==> src/rtl/sprite_pkg.sv <==
// Shared definitions for the sprite fetch controller: direction codes,
// default field widths and the packed layout of a full ROM address.
package sprite_pkg;

    localparam int SPR_ADDR_W     = 12;
    localparam int SPR_FRAME_BITS = 2;
    localparam int SPR_PIX_W      = 24;

    localparam logic [2:0] DIR_LEFT  = 3'd0;
    localparam logic [2:0] DIR_RIGHT = 3'd1;
    localparam logic [2:0] DIR_JUMP  = 3'd2;
    localparam logic [2:0] DIR_FALL  = 3'd3;
    localparam logic [2:0] DIR_STILL = 3'd4;

    typedef struct packed {
        logic                      player;
        logic [2:0]                dir;
        logic [SPR_FRAME_BITS-1:0] frame;
        logic [SPR_ADDR_W-1:0]     local_addr;
    } rom_addr_t;

    // Undefined direction codes collapse to STILL so the ROM never sees them.
    function automatic logic [2:0] dir_latch(input logic [3:0] dir);
        logic [2:0] res;
        case (dir)
            4'd0:    res = DIR_LEFT;
            4'd1:    res = DIR_RIGHT;
            4'd2:    res = DIR_JUMP;
            4'd3:    res = DIR_FALL;
            default: res = DIR_STILL;
        endcase
        return res;
    endfunction

endpackage

==> src/rtl/sprite_anim_seq.sv <==
// One character's animation sequencer: latched direction, frame divider
// and frame index, all advancing only on a vertical-sync tick.
module sprite_anim_seq
    import sprite_pkg::*;
#(
    parameter int FRAME_BITS = SPR_FRAME_BITS,
    parameter int NUM_FRAMES = 4,
    parameter int FRAME_DIV  = 6
) (
    input  logic                  clk,
    input  logic                  reset,
    input  logic                  frame_tick,
    input  logic [3:0]            dir,
    output logic [2:0]            dir_q,
    output logic [FRAME_BITS-1:0] frame_idx
);

    localparam int DIV_W = (FRAME_DIV > 1) ? $clog2(FRAME_DIV) : 1;
    localparam logic [DIV_W-1:0]      DIV_LAST   = DIV_W'(FRAME_DIV - 1);
    localparam logic [FRAME_BITS-1:0] FRAME_LAST = FRAME_BITS'(NUM_FRAMES - 1);

    logic [2:0]            dir_q_r;
    logic [DIV_W-1:0]      div_r;
    logic [FRAME_BITS-1:0] frame_r;
    logic [2:0]            dir_in_s;
    logic [2:0]            dir_next_s;
    logic [DIV_W-1:0]      div_next_s;
    logic [FRAME_BITS-1:0] frame_next_s;

    // Next-state: a direction change beats any pending frame advance.
    always_comb begin
        dir_in_s     = dir_latch(dir);
        dir_next_s   = dir_q_r;
        div_next_s   = div_r;
        frame_next_s = frame_r;
        if (frame_tick) begin
            if (dir_in_s != dir_q_r) begin
                dir_next_s   = dir_in_s;
                div_next_s   = {DIV_W{1'b0}};
                frame_next_s = {FRAME_BITS{1'b0}};
            end else if (dir_q_r == DIR_STILL) begin
                div_next_s   = {DIV_W{1'b0}};
                frame_next_s = {FRAME_BITS{1'b0}};
            end else if (div_r == DIV_LAST) begin
                div_next_s   = {DIV_W{1'b0}};
                frame_next_s = (frame_r == FRAME_LAST) ? {FRAME_BITS{1'b0}}
                                                       : frame_r + FRAME_BITS'(1'b1);
            end else begin
                div_next_s   = div_r + DIV_W'(1'b1);
            end
        end else begin
            div_next_s   = div_r;
        end
    end

    // Sequencer state registers.
    always_ff @(posedge clk) begin
        if (reset) begin
            dir_q_r <= DIR_STILL;
            div_r   <= {DIV_W{1'b0}};
            frame_r <= {FRAME_BITS{1'b0}};
        end else begin
            dir_q_r <= dir_next_s;
            div_r   <= div_next_s;
            frame_r <= frame_next_s;
        end
    end

    assign dir_q     = dir_q_r;
    assign frame_idx = frame_r;

endmodule

==> src/rtl/sprite_fetch_ctrl.sv <==
// Shares one synchronous sprite ROM port between Fireboy and Watergirl,
// forms the full ROM address and steers returned pixels to their owner.
module sprite_fetch_ctrl
    import sprite_pkg::*;
#(
    parameter int ADDR_W     = SPR_ADDR_W,
    parameter int FRAME_BITS = SPR_FRAME_BITS,
    parameter int NUM_FRAMES = 4,
    parameter int FRAME_DIV  = 6,
    parameter int ROM_LAT    = 1,
    parameter int PIX_W      = SPR_PIX_W
) (
    input  logic                           Clk,
    input  logic                           Reset,
    input  logic                           frame_clk,
    input  logic [3:0]                     fb_dir,
    input  logic [3:0]                     wg_dir,
    input  logic                           fb_req,
    input  logic                           wg_req,
    input  logic [ADDR_W-1:0]              fb_addr,
    input  logic [ADDR_W-1:0]              wg_addr,
    output logic                           fb_ack,
    output logic                           wg_ack,
    output logic [ADDR_W+FRAME_BITS+3:0]   rom_addr,
    input  logic [PIX_W-1:0]               rom_data,
    output logic [PIX_W-1:0]               fb_pixel,
    output logic                           fb_pixel_valid,
    output logic [PIX_W-1:0]               wg_pixel,
    output logic                           wg_pixel_valid
);

    logic                  frame_clk_q_r;
    logic                  frame_tick_s;
    logic [2:0]            fb_dir_q_s;
    logic [2:0]            wg_dir_q_s;
    logic [FRAME_BITS-1:0] fb_frame_s;
    logic [FRAME_BITS-1:0] wg_frame_s;
    logic                  last_wg_r;
    logic                  grant_fb_s;
    logic                  grant_wg_s;
    logic [ROM_LAT-1:0]    tag_valid_r;
    logic [ROM_LAT-1:0]    tag_player_r;

    assign frame_tick_s = frame_clk & ~frame_clk_q_r;

    // Vertical-sync edge detector.
    always_ff @(posedge Clk) begin
        if (Reset) begin
            frame_clk_q_r <= 1'b0;
        end else begin
            frame_clk_q_r <= frame_clk;
        end
    end

    sprite_anim_seq #(
        .FRAME_BITS (FRAME_BITS),
        .NUM_FRAMES (NUM_FRAMES),
        .FRAME_DIV  (FRAME_DIV)
    ) u_fb_seq (
        .clk        (Clk),
        .reset      (Reset),
        .frame_tick (frame_tick_s),
        .dir        (fb_dir),
        .dir_q      (fb_dir_q_s),
        .frame_idx  (fb_frame_s)
    );

    sprite_anim_seq #(
        .FRAME_BITS (FRAME_BITS),
        .NUM_FRAMES (NUM_FRAMES),
        .FRAME_DIV  (FRAME_DIV)
    ) u_wg_seq (
        .clk        (Clk),
        .reset      (Reset),
        .frame_tick (frame_tick_s),
        .dir        (wg_dir),
        .dir_q      (wg_dir_q_s),
        .frame_idx  (wg_frame_s)
    );

    // Round-robin arbiter; a contested cycle goes to whoever lost last time.
    always_comb begin
        grant_fb_s = 1'b0;
        grant_wg_s = 1'b0;
        if (Reset) begin
            grant_fb_s = 1'b0;
        end else if (fb_req && wg_req) begin
            grant_fb_s = last_wg_r;
            grant_wg_s = ~last_wg_r;
        end else if (fb_req) begin
            grant_fb_s = 1'b1;
        end else if (wg_req) begin
            grant_wg_s = 1'b1;
        end else begin
            grant_fb_s = 1'b0;
        end
    end

    assign fb_ack = grant_fb_s;
    assign wg_ack = grant_wg_s;

    // Arbitration pointer and ROM address register.
    always_ff @(posedge Clk) begin
        if (Reset) begin
            last_wg_r <= 1'b1;
            rom_addr  <= {(ADDR_W + FRAME_BITS + 4){1'b0}};
        end else if (grant_fb_s) begin
            last_wg_r <= 1'b0;
            rom_addr  <= {1'b0, fb_dir_q_s, fb_frame_s, fb_addr};
        end else if (grant_wg_s) begin
            last_wg_r <= 1'b1;
            rom_addr  <= {1'b1, wg_dir_q_s, wg_frame_s, wg_addr};
        end else begin
            last_wg_r <= last_wg_r;
        end
    end

    // In-flight tag pipeline matching the ROM read latency.
    always_ff @(posedge Clk) begin
        if (Reset) begin
            tag_valid_r  <= {ROM_LAT{1'b0}};
            tag_player_r <= {ROM_LAT{1'b0}};
        end else begin
            tag_valid_r[0]  <= grant_fb_s | grant_wg_s;
            tag_player_r[0] <= grant_wg_s;
            for (int i = 1; i < ROM_LAT; i++) begin
                tag_valid_r[i]  <= tag_valid_r[i-1];
                tag_player_r[i] <= tag_player_r[i-1];
            end
        end
    end

    // Return steering: capture rom_data for the tagged player.
    always_ff @(posedge Clk) begin
        if (Reset) begin
            fb_pixel       <= {PIX_W{1'b0}};
            wg_pixel       <= {PIX_W{1'b0}};
            fb_pixel_valid <= 1'b0;
            wg_pixel_valid <= 1'b0;
        end else begin
            fb_pixel_valid <= 1'b0;
            wg_pixel_valid <= 1'b0;
            if (tag_valid_r[ROM_LAT-1]) begin
                if (tag_player_r[ROM_LAT-1]) begin
                    wg_pixel       <= rom_data;
                    wg_pixel_valid <= 1'b1;
                end else begin
                    fb_pixel       <= rom_data;
                    fb_pixel_valid <= 1'b1;
                end
            end
        end
    end

endmodule

==> config.mk <==
export PLATFORM = sky130hd
export DESIGN_NAME = sprite_fetch_ctrl
export DESIGN_NICKNAME = d
export VERILOG_FILES = /design/src/rtl/sprite_pkg.sv /design/src/rtl/sprite_anim_seq.sv /design/src/rtl/sprite_fetch_ctrl.sv
export SDC_FILE = /design/constraint.sdc
export NUM_CORES = 1
export LEC_CHECK = 0
export CORE_MARGIN = 8
export CORE_UTILIZATION = 40
export CTS_BUF_LIST = sky130_fd_sc_hd__clkbuf_4 sky130_fd_sc_hd__clkbuf_8
export CTS_CLUSTER_DIAMETER = 200
export DETAILED_ROUTE_END_ITERATION = 10
export GPL_ROUTABILITY_DRIVEN = 0
export PLACE_DENSITY = 0.83
export SLEW_MARGIN = 20
export SYNTH_ARGS = -nofsm -noshare
export SYNTH_HDL_FRONTEND = slang
export SYNTH_SLANG_ARGS = --single-unit
export TNS_END_PERCENT = 20
==> constraint.sdc <==
create_clock -name Clk -period 1.61 [get_ports Clk]
set_input_delay 0.2415 -clock Clk [delete_from_list [all_inputs] [get_ports Clk]]
set_output_delay 0.2415 -clock Clk [all_outputs]
set_load 0.01 [all_outputs]
* Word level (Yosys, flattened, before mapping)
Cells that the tools add are included.
** Word-level totals
- Register bits :: 88
- Input bits :: 61
- Output and inout port bits :: 70
** Cells by class
- Add/subtract/negate cells :: 4
- Equal/unequal tests :: 14
- Mux-type cells :: 29
- Bitwise logic cells :: 6
- Reductions and logical operators :: 14
** Operators by type and width (number)
- 17-bit two-way mux :: 2
- 3-bit case mux with 4 select lines :: 2
- 3-bit two-way mux :: 6
- 4-bit by 2-bit == test with 1-bit output (second input constant) :: 4
- 2-bit two-way mux :: 8
- 3-bit == test (second input constant) :: 4
- 2-bit AND reduction :: 6
- 1-bit two-way mux :: 11
- 4-bit by 1-bit == test with 1-bit output (second input constant) :: 2
- 4-bit logical NOT :: 2
- 3-bit by 1-bit adder with 3-bit output (second input constant) :: 2
- 3-bit inequality test :: 2
- 3-bit nonzero test :: 2
- 2-bit by 1-bit adder with 2-bit output (second input constant) :: 2
- 2-bit == test (second input constant) :: 2
- 1-bit NOT :: 4
- 2-bit OR reduction :: 2
- 2-bit nonzero test :: 1
- 1-bit AND :: 1
- 1-bit logical AND :: 1
- 1-bit OR :: 1

* Depth between registers and ports, before layout
Gate-level depths: netlist of run 1.
- Depth in word-level cells :: 6
- Gate-level depth with buffers :: 6

* Cells and area by module
A second synthesis of run 1 with hierarchy kept.
** Second synthesis, totals
- Cell total of the unflattened synthesis :: 400
- Area, all modules :: 3474.6 um^2
** Modules (own cells, without submodules)
- sprite_fetch_ctrl :: times used 1, cells an instance 314, area each 2668.8 um^2, seq. area each 1441.4 um^2
- sprite_anim_seq :: times used 2, cells an instance 43, area each 402.9 um^2, seq. area each 160.2 um^2

* Worst setup path after synthesis of run 1
Ideal clock, no wire load.
- Kind :: register to register
- From :: register u_wg_seq.dir_q_r[2] (netlist: u_wg_seq.dir_q[2])
- To :: register u_wg_seq.frame_r[1] (netlist: u_wg_seq.frame_idx[1])
- Library setup time :: 0.101 ns
- Data arrival time :: 1.433 ns
- Setup slack :: 0.076 ns
- Cell stages (with the launch flop) :: 6
- Period minus slack after synthesis :: 1.534 ns
- Cell sequence :: dfxtp_1 -> or4_4 -> a21oi_2 -> o211ai_2 -> a211o_1 -> o41ai_1
** On the way
- Longest elaborated chain between the ends :: 3
- Elaborated cells on any way between the ends :: 6
- Classes of those cells :: eq/ne: 2; mux: 2; reduce/logical: 2
** Ends and longest elaborated chain
- start: declaration :: line sprite_anim_seq.sv:22 : logic [2:0] dir_q_r;
- start signal: assignment :: line sprite_anim_seq.sv:63 : dir_q_r <= dir_next_s;
- 3-bit == test or 3-bit inequality test (tied branches) :: line sprite_anim_seq.sv:41, sprite_anim_seq.sv:37
- 3-bit nonzero test (no line) or 2-bit two-way mux (tied branches)
- 2-bit AND reduction (no line) or 2-bit two-way mux (tied branches)
- end signal: assignment :: line sprite_anim_seq.sv:61 : frame_r <= {FRAME_BITS{1'b0}};
- end signal: assignment :: line sprite_anim_seq.sv:65 : frame_r <= frame_next_s;
- end: declaration :: line sprite_anim_seq.sv:24 : logic [FRAME_BITS-1:0] frame_r;
Several ways; a longest one is shown, not always the timed one.
A chain may end at the register's enable or synchronous reset.

* Worst setup path after layout of run 1
Ends and elaborated chain as after synthesis.

==> results of run 1 <==
power breakdown:
part	internal (mW)	switching [mW]
Sequential	2.28	0.0605
Combinational	0.437	0.368
Clock	0.877	0.805
kinds of logic (layout without fill, tap and decap cells):
| family | count (synthesis) | count (layout) |
|---|---|---|
| adder cells (fa/ha/maj) | 2 | 2 |
| multiplexers | 2 | 2 |
| AND/OR/NAND/NOR | 197 | 197 |
| AO/OA/AOI/OAI | 96 | 96 |
| XOR/XNOR | 8 | 8 |
| buffers and inverters | 37 | 179 |
| flip-flops | 88 | 88 |
final cells by class:
cell class	instances	area [µm²]
tap	108	135.1
fill	711	3297
clock buffer	9	123.9
clock inverter	6	92.59
timing repair buffer	156	1510
inverter	8	30.03
multi-input combinational	305	1599
sequential	88	1763
critical path: stages, from the launching register on:
cell and delay (ns):
dfxtp_2 0.33, or4_4 0.53, a21oi_2 0.16, o211ai_2 0.11, a211o_1 0.28, o41ai_2 0.05
through the flow:
| stage | instances | setup WS (ns) |
|---|---|---|
| after detailed placement | 665 | -0.3961 |
| final | 680 | 0.04522 |
| after floorplan | 430 | 0.07583 |
| after global routing | 680 | -0.009091 |
| after CTS | 680 | -0.001134 |
| after global placement | 665 | -0.2776 |
worst max path at each step:
stage | start | to | slack (ns) | depth (start not counted)
after floorplan | u_wg_seq.dir_q[2]$_SDFFE_PP1P_ | u_wg_seq.frame_idx[1]$_SDFFE_PP0P_ | 0.08 | 5
after global placement | fb_dir[0] | u_fb_seq.frame_idx[1]$_SDFFE_PP0P_ | -0.28 | 6
after detailed placement | wg_dir[3] | u_wg_seq.div_r[2]$_SDFFE_PP0P_ | -0.40 | 6
after CTS | u_wg_seq.dir_q[2]$_SDFFE_PP1P_ | u_wg_seq.frame_idx[1]$_SDFFE_PP0P_ | -0.001 | 5
after global routing | u_fb_seq.dir_q[2]$_SDFFE_PP1P_ | u_fb_seq.frame_idx[1]$_SDFFE_PP0P_ | -0.009 | 5
final | u_wg_seq.dir_q[2]$_SDFFE_PP1P_ | u_wg_seq.frame_idx[1]$_SDFFE_PP0P_ | 0.05 | 5
flip-flops by register name, indices dropped and copies added, names as in the netlist, 2 cells and up:
| name | flops |
|---|---|
| rom_addr | 18 |
| u_fb_seq.frame_idx | 2 |
| fb_pixel | 24 |
| u_fb_seq.div_r | 3 |
| u_wg_seq.dir_q | 3 |
| u_fb_seq.dir_q | 3 |
| u_wg_seq.frame_idx | 2 |
| u_wg_seq.div_r | 3 |
| wg_pixel | 24 |
cells in the mapped netlist, drive strengths merged:
cell type | n | share of area (%)
nand2 | 137 | 15
dfxtp | 88 | 51
a21oi | 61 | 9.0
nor2 | 32 | 3.5
clkbuf | 26 | 3.1
a311oi | 12 | 3.0
inv | 8 | 0.87
xnor2 | 8 | 2.0
o21ai | 6 | 0.87
or4 | 6 | 1.5
nand2b | 5 | 0.90
o221a | 5 | 1.6
a211o | 4 | 1.1
nand3 | 4 | 0.58
nor3 | 4 | 0.58
buf | 3 | 0.65
nor2b | 3 | 0.54
a211oi | 2 | 0.43
a32oi | 2 | 0.50
and2 | 2 | 0.36
and3 | 2 | 0.36
ha | 2 | 0.72
mux2i | 2 | 0.58
nor3b | 2 | 0.43
o211ai | 2 | 0.72
o41ai | 2 | 0.50
routing by layer:
layer,track usage [%],vias up
li1,-,1726
met1,19.48,1590
met2,28.38,117
met3,4.787,17
met4,5.865,0
met5,0,-
what timing repair did:
| action | 4_1_cts | 5_1_grt |
|---|---|---|
| endpoints found under the setup margin | 4 | 7 |
| resized for setup | 3 | 13 |
| hold buffers | 0 | 0 |
| pin swaps | 1 | 4 |
==> impl_metrics.csv, run 1 <==
group,metric,value,unit
logic_synthesis,synthXorXnorAreaFrac,2.019,%
worst_setup_path,reg2reg_to,"u_wg_seq.frame_idx[1]$_SDFFE_PP0P_",
cells_and_area,fin_util,61.44,%
cells_and_area,nNetsFinal,631,
cells_and_area,stdcell_area,5254,µm²
timing,post-route-period-util,97.19,%
timing,tns,0,ns
route,viasPerCell,5.074,
route,drc,0,
place,dp_hpwl,7335,µm
worst_setup_path,rr_startpoint,"u_wg_seq.dir_q[2]$_SDFFE_PP1P_",
worst_setup_path,cp.required,1.86,ns
logic_synthesis,synth.yosys.seq_area_share,50.76,%
route,drtAntennaViolNets,0,
global_routing,first_global_vias,3419,
logic_synthesis,muxShareOfSynthArea,0.5768,%
logic_synthesis,synthSimpleGateAreaFrac,23.54,%
floorplanning,dieArea,11910,µm²
timing,slew_viol_final,0,
route,maxUsedRoutingLayer,"met4",
cells_and_area,n_antenna_cell,0,
clock_tree,clock_tree.root_cell,"clkbuf_8",
timing,max_freq,639.1,MHz
pwr,p_leak,1.914,nW
global_routing,grt-ovfl-total,0,
timing,hold_violations,0,
logic_synthesis,synth_adder_area_share,0.7210,%
timing,slew_headroom,67.60,%
clock_tree,post_cts_buffers,0,
logic_synthesis,synth_top_family_by_area,"simple AND/OR/NAND/NOR gates",
worst_setup_path,reg2reg_setup_slack,0.05,ns
timing,setup_viol,0,
route,drt-pass1-iter-count,4,
floorplanning,coreArea,8551,µm²
clock_tree,clock-sinks,88,
logic_synthesis,syn_avg_cell_area,8.072,µm²
worst_setup_path,worstRegToRegCells,5,
clock_tree,clk_latency,0.34,ns
worst_setup_path,crit_path_start_kind,"flop",
worst_setup_path,critPathMaxFanout,3,
route,finalWirelength,10220,µm
floorplanning,die_w,109.2,µm
floorplanning,start_util,40.59,%
floorplanning,std_cell_rows,34,
job,maxCapViolCount,0,
pwr,p_per_area,919.5,nW/µm²
route,wire_per_inst,15.03,µm
timing,holdWs,0.1974,ns
cells_and_area,layout_commonest_cell,"nand2_1",
logic_synthesis,syn_nets,493,
clock_tree,htree_levels,3,
timing,skew,0.006605,ns
worst_setup_path,crit_arrival,1.81,ns
clock_tree,cts.clk_slew.worst_paths,0.09,ns
pwr,finalPower,4.831,mW
min_path,hold_class,"in -> reg",
route,vias,3450,
logic_synthesis,syn_inst,430,
logic_synthesis,synth_area,3471,µm²
timing,tightest_slew,0.4860,ns
route,wl_met1,4210,µm
floorplanning,ioPinCount,131,
route,drt-initial-drc-count,124,
route,wl_met2,4945,µm
worst_setup_path,critPathKind,"reg -> reg",
run_status,status,"finished, final reports clean",
place,placed_cell_area,4995,µm²
cells_and_area,final_cell_mix,"nand2_1, clkdlybuf4s50_1, dfxtp_1",
floorplanning,die_height,109.2,µm
global_routing,grt_start_max_net_pins,60,
min_path,whs_endpoint,"last_wg_r$_SDFFE_PP1P_",
global_routing,grt_pass1_wl,16240,µm
logic_synthesis,ys_ff_latch,88,
cells_and_area,area_growth,51.37,%
timing,layout_min_cycle_time,1.565,ns
logic_synthesis,synth_compound_area_share,17.77,%
global_routing,track_usage,16.65,%
logic_synthesis,synth_cell_type_count,32,
clock_tree,clockBufferDepth,2,
worst_setup_path,endpoint_kind,"flop",
min_path,hold-path-cell-count,3,
clock_tree,cts_tree,"done",
route,wl_met3,901,µm
clock_tree,numCtsBuffers,9,
global_routing,antenna_found_initial,0,
min_path,hp-start,"Reset",
pwr,ir_drop,499.9,µV
logic_synthesis,yosysWarningCount,0,
timing,rsz0062_at_grt,"true",
cells_and_area,drive_above_1_share,11.54,%
place,io_buffers,130,
(Power assumes the default switching activity.)
==> run 2, diff against run 1 <==
--- a/config.mk
+++ b/config.mk
@@ -5,13 +5,13 @@
 export SDC_FILE = /design/constraint.sdc
 export NUM_CORES = 1
 export LEC_CHECK = 0
+export CAP_MARGIN = 20
 export CORE_MARGIN = 8
 export CORE_UTILIZATION = 40
 export CTS_BUF_LIST = sky130_fd_sc_hd__clkbuf_4 sky130_fd_sc_hd__clkbuf_8
-export CTS_CLUSTER_DIAMETER = 200
 export DETAILED_ROUTE_END_ITERATION = 10
 export GPL_ROUTABILITY_DRIVEN = 0
-export PLACE_DENSITY = 0.83
+export PLACE_DENSITY = 0.8
 export SLEW_MARGIN = 20
 export SYNTH_ARGS = -nofsm -noshare
 export SYNTH_HDL_FRONTEND = slang
==> constraint.sdc (replaced) <==
create_clock -name Clk -period 1.6 [get_ports Clk]
set_input_delay 0.24 -clock Clk [delete_from_list [all_inputs] [get_ports Clk]]
set_output_delay 0.24 -clock Clk [all_outputs]
set_load 0.01 [all_outputs]
==> impl_metrics.csv, run 2 (same netlist as run 1, synthesis figures left out) <==
group,metric,value,unit
global_routing,antenna_found_initial,0,
cells_and_area,n_antenna_cell,0,
clock_tree,clockBufferDepth,2,
cells_and_area,final_cell_mix,"nand2_1, clkdlybuf4s50_1, dfxtp_1",
floorplanning,dieArea,11910,µm²
place,placed_cell_area,5022,µm²
place,io_buffers,130,
route,drt-initial-drc-count,173,
floorplanning,start_util,40.59,%
clock_tree,clock-sinks,88,
floorplanning,ioPinCount,131,
min_path,hold_class,"in -> reg",
floorplanning,coreArea,8551,µm²
floorplanning,die_height,109.2,µm
timing,layout_min_cycle_time,1.588,ns
cells_and_area,area_growth,51.69,%
cells_and_area,reg_top3,"fb_pixel: 24 flops, wg_pixel: 24 flops, rom_addr: 18 flops",
worst_setup_path,crit_arrival,1.83,ns
cells_and_area,drive_above_1_share,11.74,%
global_routing,track_usage,16.60,%
timing,slew_viol_final,0,
timing,slew_headroom,63.39,%
timing,holdWs,0.1701,ns
timing,tightest_slew,0.5491,ns
clock_tree,htree_levels,3,
worst_setup_path,critPathMaxFanout,3,
worst_setup_path,cp.required,1.84,ns
worst_setup_path,cp_slowest_cell,"or4_4",
route,drt-pass1-iter-count,4,
clock_tree,clock_tree.root_cell,"clkbuf_8",
cells_and_area,final_cells,687,
timing,post-route-period-util,99.23,%
timing,max_freq,629.9,MHz
cells_and_area,fill_cells,731,
route,vias,3487,
timing,rsz0062_at_grt,"true",
clock_tree,cts.clk_slew.worst_paths,0.09,ns
global_routing,grt_start_max_net_pins,57,
global_routing,grt_pass1_wl,16080,µm
route,wire_per_inst,14.97,µm
route,viasPerCell,5.076,
global_routing,first_global_vias,3409,
floorplanning,die_w,109.2,µm
job,maxCapViolCount,0,
worst_setup_path,slowest_delay,0.53,ns
worst_setup_path,critPathKind,"reg -> reg",
run_status,status,"finished, final reports clean",
timing,hold_violations,0,
route,drtAntennaViolNets,0,
timing,setup_viol,0,
worst_setup_path,endpoint_kind,"flop",
worst_setup_path,cp_cell_sequence,"or4_4 -> a21oi_2 -> o211ai_2 -> a211o_1 -> o41ai_2",
place,place_inst,672,
global_routing,grt-ovfl-total,0,
clock_tree,numCtsBuffers,9,
timing,skew,0.008680,ns
floorplanning,std_cell_rows,34,
place,dp_hpwl,7574,µm
clock_tree,clk_latency,0.34,ns
clock_tree,cts_tree,"done",
route,drc,0,
cells_and_area,nNetsFinal,638,
route,finalWirelength,10290,µm
pwr,ir_drop,478.1,µV
worst_setup_path,critPathBufInv,0,
worst_setup_path,cpLargestDelayFamily,"compound AO/OA/AOI/OAI gates",
cells_and_area,layout_commonest_cell,"nand2_1",
pwr,p_leak,1.938,nW
cells_and_area,stdcell_area,5265,µm²
worst_setup_path,crit_path_start_kind,"flop",
pwr,p_per_area,920.6,nW/µm²
-- run 2: changes by cell type in the layout (fill, tap and decap cells not counted), sizes merged --
cell,before,now
dlygate4sd2,1,2
clkbuf,10,9
buf,27,34
-- run 2: timing repair --
action | 4_1_cts | 5_1_grt
gates resized for setup | 3 | 5
setup endpoints to repair | 3 | 7
setup buffers | 0 | 0
pin swaps | 1 | 0
hold buffers | 0 | 0
-- run 2: path summary, 6_finish.rpt --
| kind | from | to | slack, ns | cells after the start |
|---|---|---|---|---|
| worst min-delay path | Reset | last_wg_r$_SDFFE_PP1P_ | 0.17 | 3 |
| worst min register to register | fb_pixel[3]$_SDFFE_PP0P_ | fb_pixel[3]$_SDFFE_PP0P_ | 0.46 | 2 |
| worst max-delay path | u_wg_seq.dir_q[2]$_SDFFE_PP1P_ | u_wg_seq.frame_idx[1]$_SDFFE_PP0P_ | 0.01 | 5 |
| worst max register to register | u_wg_seq.dir_q[2]$_SDFFE_PP1P_ | u_wg_seq.frame_idx[1]$_SDFFE_PP0P_ | 0.01 | 5 |
-- run 2: worst register-to-register path, delay by kind of cell (launching register included) --
kind | cells | cell delay [ns]
DFF | 1 | 0.32
and+or+nand+nor | 1 | 0.53
AOI/OAI and AO/OA | 4 | 0.64
-- run 2: cell type report --
type | instances | area, µm² | share of cell area (%)
Inverter | 8 | 30.03 | 0.5703
Sequential cell | 88 | 1762 | 33.46
Tap cell | 108 | 135.1 | 2.567
Clock buffer | 9 | 123.9 | 2.353
Timing Repair Buffer | 163 | 1541 | 29.28
Clock inverter | 6 | 92.59 | 1.759
Multi-Input combinational cell | 305 | 1580 | 30.01
-- run 2: layer usage --
layer / wire length (µm) / share of wire [%] / GRT usage (%)
met1: 4220 / 41 / 20.26
met3: 1001 / 9.7 / 3.901
met4: 198 / 1.9 / 6.940
met2: 4866 / 47 / 27.43
met5: 0 / 0 / 0
-- run 2: report_power, final --
group | leakage, nW | internal [mW] | switching, mW | total, mW
Clock | 0.102 | 0.882 | 0.796 | 1.68
Combinational | 1.12 | 0.441 | 0.368 | 0.809
Sequential | 0.719 | 2.30 | 0.0631 | 2.36
Total | 1.94 | 3.62 | 1.23 | 4.85
-- run 2: through the flow --
step	total power, mW	worst slack, ns	util (%)	TNS, ns
final	4.847	0.01240	61.57	0
after floorplan	2.735	0.06583	-	0
after detailed placement	3.218	-0.3428	58.74	-3.945
after global routing	5.061	-0.06871	61.57	-0.1987
after CTS	4.888	-0.004610	61.30	-0.004610
after global placement	3.196	-0.2937	58.74	-2.937
